$ cat src/rtl/mem_access_stage.sv
// rtl/mem_access_stage.sv - memory-access pipeline stage feeding write-back
//
// Optional feature macro: MEM_TIMEOUT_EN (abort a memory access after
// TIMEOUT_CYCLES wait cycles without ack; default build waits forever).
//
// Ports:
//   clk, reset         clock, synchronous active-high reset
//   in_valid/in_ready  EX/MEM bundle handshake (ready only while IDLE)
//   in_op              00/11 ALU pass-through, 01 load, 10 store
//   in_addr/in_alu/in_sdata/in_dest/in_rf_we/in_pc  EX/MEM bundle fields
//   flush              squash the bundle being accepted or in flight
//   mem_req/mem_we/mem_addr/mem_wdata  data-memory request, held until ack
//   mem_rdata/mem_ack  data-memory response
//   wb_data            {error, pc, data, dest, valid, rf_we}
//   wb_valid           one-cycle pulse per completed bundle

module mem_access_stage #(
  parameter int DW             = 16,
  parameter int TIMEOUT_CYCLES = 15
) (
  input  logic              clk,
  input  logic              reset,
  input  logic              in_valid,
  output logic              in_ready,
  input  logic [1:0]        in_op,
  input  logic [DW-1:0]     in_addr,
  input  logic [DW-1:0]     in_alu,
  input  logic [DW-1:0]     in_sdata,
  input  logic [2:0]        in_dest,
  input  logic              in_rf_we,
  input  logic [DW-1:0]     in_pc,
  input  logic              flush,
  output logic              mem_req,
  output logic              mem_we,
  output logic [DW-1:0]     mem_addr,
  output logic [DW-1:0]     mem_wdata,
  input  logic [DW-1:0]     mem_rdata,
  input  logic              mem_ack,
  output logic [2*DW+5:0]   wb_data,
  output logic              wb_valid
);

  localparam logic [0:0] S_IDLE = 1'b0;
  localparam logic [0:0] S_WAIT = 1'b1;

  logic [0:0]    state;
  logic [2:0]    dest_q;
  logic          rf_we_q;
  logic [DW-1:0] pc_q;
  logic          flushed_q;   // a flush arrived earlier in this access
  logic          op_mem;
  logic          kill;
  logic          timeout;

  assign in_ready = (state == S_IDLE);
  assign op_mem   = (in_op == 2'b01) || (in_op == 2'b10);
  // A flush on the ack cycle itself applies to the completing bundle.
  assign kill     = flush | flushed_q;

`ifdef MEM_TIMEOUT_EN
  localparam int CW = ($clog2(TIMEOUT_CYCLES + 1) < 4) ? 4 : $clog2(TIMEOUT_CYCLES + 1);
  logic [CW-1:0] to_cnt;

  // Held at zero while IDLE, so it starts from zero on entry to WAIT_MEM.
  always_ff @(posedge clk) begin
    if (reset || state == S_IDLE) begin
      to_cnt <= '0;
    end else if (!mem_ack) begin
      to_cnt <= to_cnt + CW'(1);
    end
  end

  // Ack has priority: timeout only fires on a cycle without ack.
  assign timeout = (state == S_WAIT) && !mem_ack &&
                   (to_cnt == CW'(TIMEOUT_CYCLES - 1));
`else
  logic unused_timeout_cfg;
  assign unused_timeout_cfg = (TIMEOUT_CYCLES != 0);
  assign timeout = 1'b0;
`endif

  always_ff @(posedge clk) begin
    if (reset) begin
      state     <= S_IDLE;
      mem_req   <= 1'b0;
      mem_we    <= 1'b0;
      mem_addr  <= '0;
      mem_wdata <= '0;
      wb_data   <= '0;
      wb_valid  <= 1'b0;
      dest_q    <= '0;
      rf_we_q   <= 1'b0;
      pc_q      <= '0;
      flushed_q <= 1'b0;
    end else begin
      // Pulse lasts one cycle; the bundle stays visible with its valid bit dropped.
      wb_valid   <= 1'b0;
      wb_data[1] <= 1'b0;
      if (state == S_IDLE) begin
        if (in_valid && !flush) begin
          if (!op_mem) begin
            wb_data  <= {1'b0, in_pc, in_alu, in_dest, 1'b1, in_rf_we};
            wb_valid <= 1'b1;
          end else begin
            mem_req   <= 1'b1;
            mem_we    <= (in_op == 2'b10);
            mem_addr  <= in_addr;
            mem_wdata <= in_sdata;
            dest_q    <= in_dest;
            rf_we_q   <= in_rf_we;
            pc_q      <= in_pc;
            flushed_q <= 1'b0;
            state     <= S_WAIT;
          end
        end
      end else begin
        if (mem_ack) begin
          // Stores report their own data and never write the register file.
          wb_data   <= {1'b0, pc_q, (mem_we ? mem_wdata : mem_rdata), dest_q,
                        ~kill, rf_we_q & ~mem_we & ~kill};
          wb_valid  <= 1'b1;
          mem_req   <= 1'b0;
          mem_we    <= 1'b0;
          flushed_q <= 1'b0;
          state     <= S_IDLE;
        end else if (timeout) begin
          wb_data   <= {1'b1, pc_q, {DW{1'b0}}, dest_q, 1'b0, 1'b0};
          wb_valid  <= 1'b1;
          mem_req   <= 1'b0;
          mem_we    <= 1'b0;
          flushed_q <= 1'b0;
          state     <= S_IDLE;
        end else if (flush) begin
          flushed_q <= 1'b1;
        end
      end
    end
  end

endmodule

$ cat config.mk
export PLATFORM = sky130hd
export DESIGN_NAME = mem_access_stage
export DESIGN_NICKNAME = d
export VERILOG_FILES = /design/src/rtl/mem_access_stage.sv
export SDC_FILE = /design/constraint.sdc
export NUM_CORES = 1
export LEC_CHECK = 0
export BUFFER_PORTS_ARGS = -buffer_cell sky130_fd_sc_hd__buf_2
export CAP_MARGIN = 20
export CORE_ASPECT_RATIO = 1.1
export CORE_MARGIN = 4
export CORE_UTILIZATION = 40
export CTS_CLUSTER_SIZE = 24
export DETAILED_ROUTE_END_ITERATION = 8
export GPL_ROUTABILITY_DRIVEN = 0
export PLACE_DENSITY = 0.73
export SLEW_MARGIN = 20
export SYNTH_ARGS = -nofsm -noshare
export SYNTH_HDL_FRONTEND = slang
export SYNTH_SLANG_ARGS = --single-unit
$ cat constraint.sdc
create_clock -name clk -period 1.5 [get_ports clk]
set_input_delay 0.075 -clock clk [delete_from_list [all_inputs] [get_ports clk]]
set_output_delay 0.075 -clock clk [all_outputs]
set_load 0.02 [all_outputs]
# Yosys cells after proc, flatten, opt, wreduce, memory -nomap -nowiden
# Index checks and enable logic that the tools add are counted.
[classes] n_reduce_logical=9 bitwise_logic=6 n_eq_ne=5 muxes=25
[op_table] op="38-bit two-way mux" count=4
[op_table] op="1-bit two-way mux" count=20
[op_table] op="16-bit two-way mux" count=1
[op_table] op="3-bit AND reduction" count=4
[op_table] op="2-bit != test, second input constant" count=2
[op_table] op="2-bit nonzero test" count=2
[op_table] op="3-bit != test, second input constant" count=1
[op_table] op="1-bit NOT" count=3
[op_table] op="1-bit bitwise AND" count=2
[op_table] op="2-bit by 1-bit equality test with 1-bit output, second input constant" count=1
[op_table] op="2-bit equality test, second input constant" count=1
[op_table] op="1-bit logical AND" count=1
[op_table] op="1-bit logical NOT" count=1
[op_table] op="1-bit logical OR" count=1
[op_table] op="1-bit OR" count=1
[totals] regBits=95 word_cells=57 out_inout_bits=74

# Depth between registers and ports, before layout
[depth] depth_word=5 ltp_mapped=7

# Worst setup path after synthesis
# No wires, ideal clock.
[synth_timing] kind="register to register" startpoint="reg mem_we" endpoint="reg wb_data[12]" arrival_time_ns=1.453 n_path_buf=2 path_slack_ns=-0.075 stages_incl_launch_ff=6 required_time_ns=1.378 synth_period_minus_slack_ns=1.575 path_cell_list="dfxtp_1 > buf_2 > buf_2 > mux2i_1 > nor2_1 > a221o_1"
[synth_between] elab_chain_len=3
[synth_rtl] item="start, declared" line="34" source="output logic mem_we,"
[synth_rtl] item="start signal, assigned" line="106" source="mem_we <= (in_op == 2'b10);"
[synth_rtl] item="16-bit two-way mux" line="119" source="wb_data <= {1'b0, pc_q, (mem_we ? mem_wdata : mem_rdata), dest_q,"
[synth_rtl] item="38-bit two-way mux" line="117" source="if (mem_ack) begin"
[synth_rtl] item="38-bit two-way mux" line="99" source="if (state == S_IDLE) begin"
[synth_rtl] item="end signal, assigned" line="102" source="wb_data <= {1'b0, in_pc, in_alu, in_dest, 1'b1, in_rf_we};"
[synth_rtl] item="end signal, assigned" line="119"
[synth_rtl] item="end signal, assigned" line="127" source="wb_data <= {1'b1, pc_q, {DW{1'b0}}, dest_q, 1'b0, 1'b0};"
[synth_rtl] item="end, declared" line="39" source="output logic [2*DW+5:0] wb_data,"
# No other way between the ends. The select of a mux whose other input is x is not followed.
# A chain may end at the register's enable or synchronous reset.

# Worst setup path in the final report
[layout_timing] startpoint="reg state" endpoint="reg mem_addr[9]"
[layout_between] elab_chain_len=2
[layout_rtl] item="start, declared" line="46" source="logic [0:0] state;"
[layout_rtl] item="start signal, assigned" line="84" source="state <= S_IDLE;"
[layout_rtl] item="start signal, assigned" line="113" source="state <= S_WAIT;"
[layout_rtl] item="start signal, assigned" line="125" source="state <= S_IDLE;"
[layout_rtl] item="1-bit NOT (no source line)"
[layout_rtl] item="3-bit AND reduction (no source line)"
[layout_rtl] item="end signal, assigned" line="107" source="mem_addr <= in_addr;"
[layout_rtl] item="end, declared" line="35" source="output logic [DW-1:0] mem_addr,"
# No other way between the ends.

==> results.cfg <==
[outcome]
status = complete, no violations

[sta]
rsz0062_at_grt = no
post-route-min-period_ns = 1.435
setup_tns_ns = 0
max_freq_ghz = 0.6970
setup_viol = 0
finClkSkew_ns = 0.01329
slew_violations = 0
period_share_pct = 95.65
finalHoldViolations = 0

[synthesis]
synthCells = 400
ys_seq_area_share_pct = 51.58
syn_area_per_cell_um2 = 9.121
yosysWarnings = 0
synth-compound-area-share_pct = 18.28
post-synth-top-count-cell = nand2_1
yosys-top-cells-area = dfxtp_1, nand2_1, a221o_1, a21oi_1, mux2i_1
yosys_most_used_dff = dfxtp_1
async_flop_share_pct = 0
yosys-top-cells-count = nand2_1, dfxtp_1, a21oi_1
synthesis.nets = 492
netlist.area_leader.share_pct = 51.58
synth_cell_type_count = 29
synthXorXnorAreaFrac_pct = 0
synth-edff-count = 0
yosysTopAreaCell = dfxtp_1
synth_mux_area_share_pct = 4.390
synth-simple-area-share_pct = 18.96
synth_top_family_by_area = simple AND/OR/NAND/NOR gates
ys_ff_latch = 94
netlist_area_mm2 = 0.003648
synth-adder-area-share_pct = 0.3429

[cts]
cts_tree = built
cts_buffer_depth = 2
h-tree-depth = 3
clock_latency_ns = 0.36
cts_buffers = 9
cts_root_buffer = clkbuf_8
cts.sinks = 94
clkSlewWorstSetupHoldPaths_ns = 0.09

[global_routing]
grt_pass1_wl_um = 17310
grt_max_degree = 39
antenna_found_initial = 0
grt_overflow = 0
globalRouteTotalUtil_pct = 19.95
grt_pass1_vias = 3654

[hold_path]
min_to = wb_data[1]
min_from = mem_ack
worstHoldPathCells = 3
hp-class = in -> reg

[power_and_ir_drop]
pwr-share-comb_pct = 16.2
internal_power_w = 0.003829
power.leakage_nw = 2.473
pwr-share-seq_pct = 51.5
p_sw_share_pct = 25.88
vdd_ir_drop_max_mv = 0.5634
clkPwrFrac_pct = 32.3
p_per_area_mw_per_mm2 = 932.5
switchingPower_w = 0.001337

[floorplanning]
rows = 36
coreArea_mm2 = 0.008874
die_w_um = 99.06
io-pin-count = 165
die_y_um = 108.2
die_area_mm2 = 0.01071
initial_core_util_pct = 41.12

[final_layout]
multi_input_area_mm2 = 0.001572
antennaDiodeCount = 0
nFillCells = 741
layout.nets = 718
seq_area_mm2 = 0.001886
drive_gt1_share_pct = 32.33
area_delta_synth_final_pct = 51.85
final_core_util_pct = 62.44

[worst_setup_path]
critPathLaunchType = register
arrival_ns = 1.66
reg2regPathDepth = 4
path_max_fanout = 26
worstSetupEndpointType = register
critPathRequiredTime_ns = 1.73
reg2reg_to = mem_addr[9]
critical_path_class = reg -> reg
r2r-start = state
r2r_slack_ns = 0.07

[detailed_routing]
routed_wl_um = 10870
drt_pass1_iterations = 4
vias = 3724
routedWlPerCell_um = 14.59
drtAntennaViolNets = 0
drcViolationCount = 0
post_drt_via_cell_ratio = 4.999
drtIter0Drc = 145

[flow_run]
cap_violations = 0

[place]
io_buffers = 163
hpwl_um = 7190
-- per-layer routing --
metal	GRT usage, %	share of wire, %	routed length [µm]	vias up
met2	34.84	50	5444	122
met3	5.355	6.8	736	29
met4	7.610	2.7	291	0
li1	-	-	-	1827
met5	0	0	0	-
met1	23.33	40	4400	1746
-- worst max path at each step --
stage	cells past startpoint	slack, ns	start	to
floorplan	6	0.05	state	mem_addr[11]
detailed placement	7	-0.07	in_op[0]	mem_addr[12]
CTS	5	0.06	reset	wb_data[2]
global route	4	0.01	state	mem_addr[9]
global placement	7	-0.03	in_op[0]	mem_addr[13]
finish	4	0.07	state	mem_addr[9]
-- layout by cell type (no fill, tap or decap), drive strengths merged, types with 2 or more instances in the layout --
master and count:
a21oi 58, a221o 35, and2 19, buf 179, clkbuf 10, clkinv 4, dfxtp 94, dlygate4sd3 69
inv 3, mux2i 16, nand2 106, nand3 2, nor2 21
-- critical path, stage by stage (launching register included) --
cell     delay [ns]
dfxtp_4        0.38
or4b_4         0.57
buf_12         0.18
nand2_1        0.09
a21oi_1        0.07
-- power by group through the flow --
stage | logic [W] | clock network, W | registers, W
after floorplan | 0.000286 | 0 | 0.00282
after global placement | 0.000673 | 0 | 0.00272
after detailed placement | 0.000684 | 0 | 0.00272
after CTS | 0.000826 | 0.00173 | 0.00266
after global routing | 0.000911 | 0.00182 | 0.00267
final | 0.000839 | 0.00167 | 0.00266
-- registers in the layout (all words and copies together) (netlist names) --
register,flops
wb_data,37
mem_addr,16
mem_wdata,16
pc_q,16
dest_q,3
flushed_q,1
mem_req,1
mem_we,1
rf_we_q,1
state,1
wb_valid,1
-- what timing repair did --
action / CTS / global route
setup buffers: 0 / 0
endpoints found under the hold margin: 88 / 0
setup endpoints to repair: 35 / 33
resized for setup: 1 / 7
hold buffers: 69 / 0
-- metrics by stage --
step / worst slack [ns] / total power, W / std cells / instance area, µm² / hold WS, ns
final: 0.06519 / 0.005166 / 745 / 5540 / 0.05389
after global routing: 0.01427 / 0.005408 / 745 / 5540 / 0.05346
after detailed placement: -0.07038 / 0.003403 / 660 / 4616 / 0.3045
after floorplan: 0.04528 / 0.003102 / 400 / 3654 / 0.2110
after CTS: 0.05782 / 0.005213 / 745 / 5507 / 0.02725
after global placement: -0.02761 / 0.003388 / 660 / 4616 / 0.2984
-- final cells by class --
| type | count | share of cell area (%) |
|---|---|---|
| sequential | 94 | 34.03 |
| timing repair buffer | 248 | 31.23 |
| multi-input combinational | 270 | 28.37 |
| tap | 114 | 2.575 |
| clock buffer | 10 | 2.484 |
| clock inverter | 6 | 1.107 |
| inverter | 3 | 0.2033 |
-- cells by family after synthesis --
kind of cell | after synthesis
compound gates | 96
flops | 94
simple gates | 156
mux | 16
other cells | 1
buf+inv | 36
fa+ha+maj | 1
(Power assumes the default switching activity.)
